===== src/rtl/qed_pkg.sv =====
// qed_pkg: shared definitions for the QED replay buffer.
//   QED_NOP      - canonical RISC-V NOP (addi x0,x0,0) driven when no replay is valid
//   qed_state_e  - CAPTURE / REPLAY phase encoding
//   count_width  - width of an occupancy counter that can hold 0..depth
package qed_pkg;

  localparam logic [31:0] QED_NOP = 32'h0000_0013;

  typedef enum logic {
    ST_CAPTURE = 1'b0,
    ST_REPLAY  = 1'b1
  } qed_state_e;

  function automatic int count_width(input int depth);
    return $clog2(depth) + 1;
  endfunction

endpackage


===== src/rtl/qed_replay_buffer_if.sv =====
// qed_replay_buffer_if: bundle of the control, fetch and replay signals of the
// QED replay buffer.
//   master - the driving side (IFU / pipeline control): drives ena, exec_dup,
//            stall_IF, ifu_vld, ifu_instruction, flush; observes status.
//   slave  - the replay buffer itself.
interface qed_replay_buffer_if #(
  parameter int INSN_W = 32,
  parameter int DEPTH  = 16
);
  import qed_pkg::*;

  localparam int CNT_W = count_width(DEPTH);

  logic              ena;
  logic              exec_dup;
  logic              stall_IF;
  logic              ifu_vld;
  logic [INSN_W-1:0] ifu_instruction;
  logic              flush;
  logic [INSN_W-1:0] rpl_instruction;
  logic              vld_out;
  logic              full;
  logic              empty;
  logic [CNT_W-1:0]  count;
  logic              dup_done;
  logic              overflow_err;
  logic              underrun_err;

  modport master (
    output ena, exec_dup, stall_IF, ifu_vld, ifu_instruction, flush,
    input  rpl_instruction, vld_out, full, empty, count,
           dup_done, overflow_err, underrun_err
  );

  modport slave (
    input  ena, exec_dup, stall_IF, ifu_vld, ifu_instruction, flush,
    output rpl_instruction, vld_out, full, empty, count,
           dup_done, overflow_err, underrun_err
  );

endinterface


===== src/rtl/qed_replay_mem.sv =====
// qed_replay_mem: DEPTH x INSN_W storage, one write port and one registered
// read port. Contents are never reset; the read register only updates when
// rd_en is high so the last read word is held otherwise.
//   clk      - clock
//   wr_en    - write mem[wr_addr] <= wr_data
//   rd_en    - load rd_data <= mem[rd_addr]
//   rd_data  - registered read data
module qed_replay_mem #(
  parameter int INSN_W = 32,
  parameter int DEPTH  = 16,
  parameter int AW     = $clog2(DEPTH)
) (
  input  logic              clk,
  input  logic              wr_en,
  input  logic [AW-1:0]     wr_addr,
  input  logic [INSN_W-1:0] wr_data,
  input  logic              rd_en,
  input  logic [AW-1:0]     rd_addr,
  output logic [INSN_W-1:0] rd_data
);

  logic [INSN_W-1:0] mem_q [DEPTH];
  logic [INSN_W-1:0] rd_data_q;

  always_ff @(posedge clk) begin
    if (wr_en) begin
      mem_q[wr_addr] <= wr_data;
    end
    if (rd_en) begin
      rd_data_q <= mem_q[rd_addr];
    end
  end

  assign rd_data = rd_data_q;

endmodule


===== src/rtl/qed_replay_buffer.sv =====
// qed_replay_buffer: circular buffer between the IFU fetch output and the QED
// decoder. While exec_dup=0 fetched originals are captured; while exec_dup=1
// they are replayed in order, one per unstalled cycle, with 1-cycle latency.
//   clk, rst - clock, asynchronous active-high reset
//   bus      - qed_replay_buffer_if slave: control inputs (ena, exec_dup,
//              stall_IF, ifu_vld, ifu_instruction, flush) and outputs
//              (rpl_instruction, vld_out, full, empty, count, dup_done,
//              overflow_err, underrun_err)
module qed_replay_buffer
  import qed_pkg::*;
#(
  parameter int                INSN_W   = 32,
  parameter int                DEPTH    = 16,
  parameter logic [INSN_W-1:0] NOP_INSN = INSN_W'(QED_NOP)
) (
  input  logic                clk,
  input  logic                rst,
  qed_replay_buffer_if.slave  bus
);

  localparam int AW    = $clog2(DEPTH);
  localparam int CNT_W = count_width(DEPTH);

  qed_state_e       state_q, state_d;
  logic [AW-1:0]    wr_ptr_q, wr_ptr_d;
  logic [AW-1:0]    rd_ptr_q, rd_ptr_d;
  logic [CNT_W-1:0] count_q, count_d;
  logic             vld_out_q, vld_out_d;
  logic             dup_done_q, dup_done_d;
  logic             overflow_err_q, overflow_err_d;
  logic             underrun_err_q, underrun_err_d;

  logic             underrun_edge;
  logic [AW-1:0]    wr_base, rd_base;
  logic [CNT_W-1:0] cnt_base;
  logic             active;
  logic             cap_req, cap_fire, rpl_fire;
  logic [INSN_W-1:0] rd_data;

  always_comb begin
    state_d = bus.exec_dup ? ST_REPLAY : ST_CAPTURE;

    // Leaving the duplicate phase with unreplayed entries discards them.
    // A capture on that same cycle lands in a freshly emptied buffer.
    underrun_edge = (state_q == ST_REPLAY) && !bus.exec_dup && (count_q != '0);
    wr_base  = underrun_edge ? '0 : wr_ptr_q;
    rd_base  = underrun_edge ? '0 : rd_ptr_q;
    cnt_base = underrun_edge ? '0 : count_q;

    active   = bus.ena && !bus.stall_IF && !bus.flush;
    cap_req  = !bus.exec_dup && active && bus.ifu_vld;
    cap_fire = cap_req && (cnt_base != CNT_W'(DEPTH));
    rpl_fire = bus.exec_dup && active && (count_q != '0);

    wr_ptr_d       = wr_base;
    rd_ptr_d       = rd_base;
    count_d        = cnt_base;
    vld_out_d      = vld_out_q;
    dup_done_d     = dup_done_q;
    overflow_err_d = overflow_err_q;
    underrun_err_d = underrun_err_q | underrun_edge;

    if (bus.flush) begin
      wr_ptr_d   = '0;
      rd_ptr_d   = '0;
      count_d    = '0;
      vld_out_d  = 1'b0;
      dup_done_d = 1'b0;
    end else begin
      if (cap_fire) begin
        wr_ptr_d = wr_base + AW'(1);
        count_d  = cnt_base + CNT_W'(1);
      end else if (cap_req) begin
        overflow_err_d = 1'b1;
      end

      if (rpl_fire) begin
        rd_ptr_d  = rd_ptr_q + AW'(1);
        count_d   = count_q - CNT_W'(1);
        vld_out_d = 1'b1;
      end else if (!bus.ena || !bus.stall_IF) begin
        // Stall holds the current replay output; anything else idles it.
        vld_out_d = 1'b0;
      end

      // count_q==0 in REPLAY implies nothing is being read this cycle.
      if (!bus.exec_dup) begin
        dup_done_d = 1'b0;
      end else if ((state_q == ST_REPLAY) && (count_q == '0)) begin
        dup_done_d = 1'b1;
      end
    end
  end

  always_ff @(posedge clk or posedge rst) begin
    if (rst) begin
      state_q        <= ST_CAPTURE;
      wr_ptr_q       <= '0;
      rd_ptr_q       <= '0;
      count_q        <= '0;
      vld_out_q      <= 1'b0;
      dup_done_q     <= 1'b0;
      overflow_err_q <= 1'b0;
      underrun_err_q <= 1'b0;
    end else begin
      state_q        <= state_d;
      wr_ptr_q       <= wr_ptr_d;
      rd_ptr_q       <= rd_ptr_d;
      count_q        <= count_d;
      vld_out_q      <= vld_out_d;
      dup_done_q     <= dup_done_d;
      overflow_err_q <= overflow_err_d;
      underrun_err_q <= underrun_err_d;
    end
  end

  qed_replay_mem #(
    .INSN_W (INSN_W),
    .DEPTH  (DEPTH)
  ) u_mem (
    .clk     (clk),
    .wr_en   (cap_fire),
    .wr_addr (wr_base),
    .wr_data (bus.ifu_instruction),
    .rd_en   (rpl_fire),
    .rd_addr (rd_ptr_q),
    .rd_data (rd_data)
  );

  // The read register keeps the last replayed word, so gating it with the
  // valid flag gives both "hold under stall" and "NOP when idle / reset".
  assign bus.rpl_instruction = vld_out_q ? rd_data : NOP_INSN;
  assign bus.vld_out         = vld_out_q;
  assign bus.full            = (count_q == CNT_W'(DEPTH));
  assign bus.empty           = (count_q == '0);
  assign bus.count           = count_q;
  assign bus.dup_done        = dup_done_q;
  assign bus.overflow_err    = overflow_err_q;
  assign bus.underrun_err    = underrun_err_q;

endmodule


===== src/flat_wrapper.sv =====
// flat-port wrapper written by rule: the top's interface ports become plain ports
module qed_replay_buffer_flat import qed_pkg::*;
#(
  parameter int                INSN_W   = 32,
  parameter int                DEPTH    = 16,
  parameter logic [INSN_W-1:0] NOP_INSN = INSN_W'(QED_NOP)
)
  (clk, rst, bus_ena, bus_exec_dup, bus_stall_IF, bus_ifu_vld, bus_ifu_instruction, bus_flush, bus_rpl_instruction, bus_vld_out, bus_full, bus_empty, bus_count, bus_dup_done, bus_overflow_err, bus_underrun_err);
  qed_replay_buffer_if #(.INSN_W(INSN_W), .DEPTH(DEPTH)) bus_i ();
  input  logic clk;
  input  logic rst;
  input wire logic [$bits(bus_i.ena)-1:0] bus_ena;
  input wire logic [$bits(bus_i.exec_dup)-1:0] bus_exec_dup;
  input wire logic [$bits(bus_i.stall_IF)-1:0] bus_stall_IF;
  input wire logic [$bits(bus_i.ifu_vld)-1:0] bus_ifu_vld;
  input wire logic [$bits(bus_i.ifu_instruction)-1:0] bus_ifu_instruction;
  input wire logic [$bits(bus_i.flush)-1:0] bus_flush;
  output wire logic [$bits(bus_i.rpl_instruction)-1:0] bus_rpl_instruction;
  output wire logic [$bits(bus_i.vld_out)-1:0] bus_vld_out;
  output wire logic [$bits(bus_i.full)-1:0] bus_full;
  output wire logic [$bits(bus_i.empty)-1:0] bus_empty;
  output wire logic [$bits(bus_i.count)-1:0] bus_count;
  output wire logic [$bits(bus_i.dup_done)-1:0] bus_dup_done;
  output wire logic [$bits(bus_i.overflow_err)-1:0] bus_overflow_err;
  output wire logic [$bits(bus_i.underrun_err)-1:0] bus_underrun_err;
  assign bus_i.ena = bus_ena;
  assign bus_i.exec_dup = bus_exec_dup;
  assign bus_i.stall_IF = bus_stall_IF;
  assign bus_i.ifu_vld = bus_ifu_vld;
  assign bus_i.ifu_instruction = bus_ifu_instruction;
  assign bus_i.flush = bus_flush;
  assign bus_rpl_instruction = bus_i.rpl_instruction;
  assign bus_vld_out = bus_i.vld_out;
  assign bus_full = bus_i.full;
  assign bus_empty = bus_i.empty;
  assign bus_count = bus_i.count;
  assign bus_dup_done = bus_i.dup_done;
  assign bus_overflow_err = bus_i.overflow_err;
  assign bus_underrun_err = bus_i.underrun_err;
  qed_replay_buffer #(.INSN_W(INSN_W), .DEPTH(DEPTH), .NOP_INSN(NOP_INSN)) u_core (.clk(clk), .rst(rst), .bus(bus_i));
endmodule

===== config.mk =====
export PLATFORM = sky130hd
export DESIGN_NAME = qed_replay_buffer_flat
export DESIGN_NICKNAME = d
export VERILOG_FILES = /design/src/rtl/qed_pkg.sv /design/src/rtl/qed_replay_buffer_if.sv /design/src/rtl/qed_replay_mem.sv /design/src/rtl/qed_replay_buffer.sv /design/src/flat_wrapper.sv
export SDC_FILE = /design/constraint.sdc
export NUM_CORES = 1
export LEC_CHECK = 0
export CAP_MARGIN = 20
export CORE_MARGIN = 8
export CORE_UTILIZATION = 56
export CTS_CLUSTER_DIAMETER = 120
export DETAILED_ROUTE_END_ITERATION = 8
export MAX_ROUTING_LAYER = met4
export PLACE_DENSITY = 0.75
export SLEW_MARGIN = 20
export SYNTH_ARGS = -nofsm -noshare
export SYNTH_HDL_FRONTEND = slang
export SYNTH_HIERARCHICAL = 1
export SYNTH_SLANG_ARGS = --single-unit

===== constraint.sdc =====
create_clock -name clk -period 6.2 [get_ports clk]
set_input_delay 0.62 -clock clk [delete_from_list [all_inputs] [get_ports clk]]
set_output_delay 0.62 -clock clk [all_outputs]
set_load 0.005 [all_outputs]

==> flow_summary.ini <==
[cts]
htree_levels = 2
ctsHoldBuffers = 0
numCtsBuffers = 54
cts_setup_buffers = 0
ctsRootBufferMaster = clkbuf_16
clk_pin_slew_ns = 0.06
cts_sinks = 562
tritoncts = yes
clk_latency_ns = 0.59
clock_path_buffers = 3
cts_resized = 0

[placed_design]
dp_slack_ns = 1.62
place_area_mm2 = 0.0230
io_buffer_count = 81
globalplace.congestion = 0.832
dp_hpwl_mm = 24.2

[worst_setup_path]
worstPathMaxFanout = 32
start_kind = register
required_ns = 6.39
crit_type = reg -> reg
arrival_ns = 4.45
critPathCaptureType = register

[sta]
slew_viol_final = 0
slew_headroom_pct = 26.0
rsz0062_at_grt = false
setup_ws_ns = 1.95
worst_pin_slew_ns = 1.11
hold_violations = 0
final.period_utilization_pct = 68.6
fin_skew_ns = 0.0179
period_minus_slack_ns = 4.25
finalSetupTns_ns = 0
fmaxAchievable_ghz = 0.235
holdWs_ns = 0.449
finalSetupViolations = 0

[yosys]
synthFlopType = edfxtp_1
syn_nets = 1028
synthCells = 984
synth.cell_area_mm2 = 0.0214
syn_area_per_cell_um2 = 21.8
seq_area_frac_synth_pct = 78.3
ys_types = 41
synthArstFlopShare_pct = 3.20
synth-seq-cells = 562
synth-edff-count = 544
yosysWarningCount = 6

[layout]
fill_cells = 2392
mostFrequentLayoutCells = 544 x edfxtp_1, 128 x mux4_2, 81 x clkdlybuf4s50_1, 64 x a22oi_1, 54 x clkbuf_16
final_layout_size_suffix_gt1_share_pct = 22.6
fin_area_mm2 = 0.0249
final_common_cell = edfxtp_1
area_delta_synth_final_pct = 16.3
final_util_pct = 66.1
finish.net_count = 1140
diodes = 0

[floorplan]
start_util_pct = 56.9
die_y_um = 212
placement_rows = 71
die_w_um = 212
dieArea_mm2 = 0.0448
ios = 82
core_mm2 = 0.0377

[worst_hold_path]
worstHoldPathType = in -> async

[grt]
grt_pass1_vias = 10600
grt_first_pass_wirelength_mm = 64.8
grt_use_total_pct = 19.9
grt_max_degree = 72
grt_antenna_before_repair = 0
grt-ovfl-total = 0

[routing]
ant_nets = 0
dr.first_iter.drc_count = 955
drc = 0
viasPerCell = 6.15
wl_per_cell_um = 26.2
drt_pass1_iterations = 5
drt_wl_total_mm = 43.0
vias = 10100

[power_and_ir_drop]
power_density_mw_per_mm2 = 318
leakagePower_nw = 7.71
vdd_drop_max_v = 0.000224

[run_status]
status = finished, final reports clean

[flow_run]
cap_violations = 0
logic make-up (layout without fill, tap and decap cells):
logic type	after synthesis	after routing	synth area share, %
simple gates	147	147	3.68
compound gates	85	85	2.85
mux	128	128	13.5
xor+xnor	3	3	0.123
flops	562	562	78.3
fa+ha+maj	5	5	0.292
buf+inv	54	204	1.26
cell type report:
class	count	area, um2	share of cell area (%)
multi-input cells	368	4500	18.1
flip-flops and latches	562	16800	67.4
clock buffers	60	1370	5.51
inverters	6	22.5	0.0904
repair buffers	104	1200	4.82
well taps	511	639	2.57
clock inverters	34	380	1.53
critical path, cell delays in order, from the launching register on:
cell and delay, ns:
dfrtp_1 0.44, inv_1 0.13, ha_1 0.19, nor4b_4 0.38
or2_1 0.40, nand2_1 0.10, ha_1 0.20, nand4_1 0.14
nand2_2 0.13, inv_1 0.26, or3b_2 0.61, nor2_4 0.86
flip-flops by register name, summed over array words and instances (netlist names):
signal / count
u_core/u_mem/mem_q: 512
u_core/u_mem/rd_data: 32
u_core/bus.count: 5
u_core/rd_ptr_q: 4
u_core/wr_ptr_q: 4
u_core/bus.dup_done: 1
u_core/bus.overflow_err: 1
u_core/bus.underrun_err: 1
u_core/bus.vld_out: 1
u_core/state_q: 1
routing by layer:
metal	part of all wire, %	track usage, %	vias to the layer above	routed length, um
met2	51	32.8	383	21800
met3	6.0	2.91	74	2600
met1	41	26.1	5333	17700
met4	2.1	5.34	0	889
li1	-	-	4322	-
met5	0	-	-	0
final timing paths:
check,cells past startpoint,to,from,slack (ns)
max,11,u_core/u_mem/mem_q[1][16],u_core/bus.count[0],1.95
max in group asynchronous,2,u_core/rd_ptr_q[0],rst,5.25
min reg2reg,1,u_core/bus.underrun_err,u_core/bus.underrun_err,0.49
min,2,u_core/bus.count[3],rst,0.45
min in group clk,1,u_core/bus.underrun_err,u_core/bus.underrun_err,0.49
max reg2reg,11,u_core/u_mem/mem_q[1][16],u_core/bus.count[0],1.95
cell usage after synthesis, types with 2 or more instances:
| cell type | instances | area share [%] |
|---|---|---|
| edfxtp_1 | 544 | 76 |
| ha_1 | 5 | 0.29 |
| inv_1 | 5 | 0.088 |
| nand2b_1 | 11 | 0.32 |
| nand2_1 | 46 | 0.81 |
| a22oi_1 | 64 | 2.2 |
| o21ai_0 | 7 | 0.16 |
| nor2_2 | 2 | 0.058 |
| buf_2 | 5 | 0.12 |
| dfrtp_1 | 18 | 2.1 |
| a31oi_1 | 2 | 0.058 |
| buf_4 | 12 | 0.42 |
| clkbuf_1 | 20 | 0.35 |
| xor2_1 | 2 | 0.082 |
| nand4_1 | 5 | 0.15 |
| nor4b_4 | 2 | 0.22 |
| nand3_1 | 5 | 0.12 |
| buf_6 | 2 | 0.11 |
| mux4_2 | 128 | 13 |
| and2_1 | 35 | 1.0 |
| nor2_1 | 22 | 0.39 |
| nor3_1 | 6 | 0.14 |
| buf_1 | 9 | 0.16 |
| nor2b_1 | 2 | 0.058 |
| a21oi_1 | 5 | 0.12 |
| nand3b_1 | 4 | 0.14 |
| o211ai_1 | 2 | 0.070 |
through the flow:
step	power (mW)	cells
3_5_place_dp	4.74	1545
6_report	7.92	1645
5_1_grt	8.14	1645
2_1_floorplan	4.57	984
4_1_cts	7.98	1639
3_3_place_gp	4.73	1540
power by group:
part,internal (mW),switching [mW]
Clock,1.92,1.35
Sequential,4.19,0.0451
Combinational,0.218,0.203
Note: power is estimated with default switching activity, not from simulation.
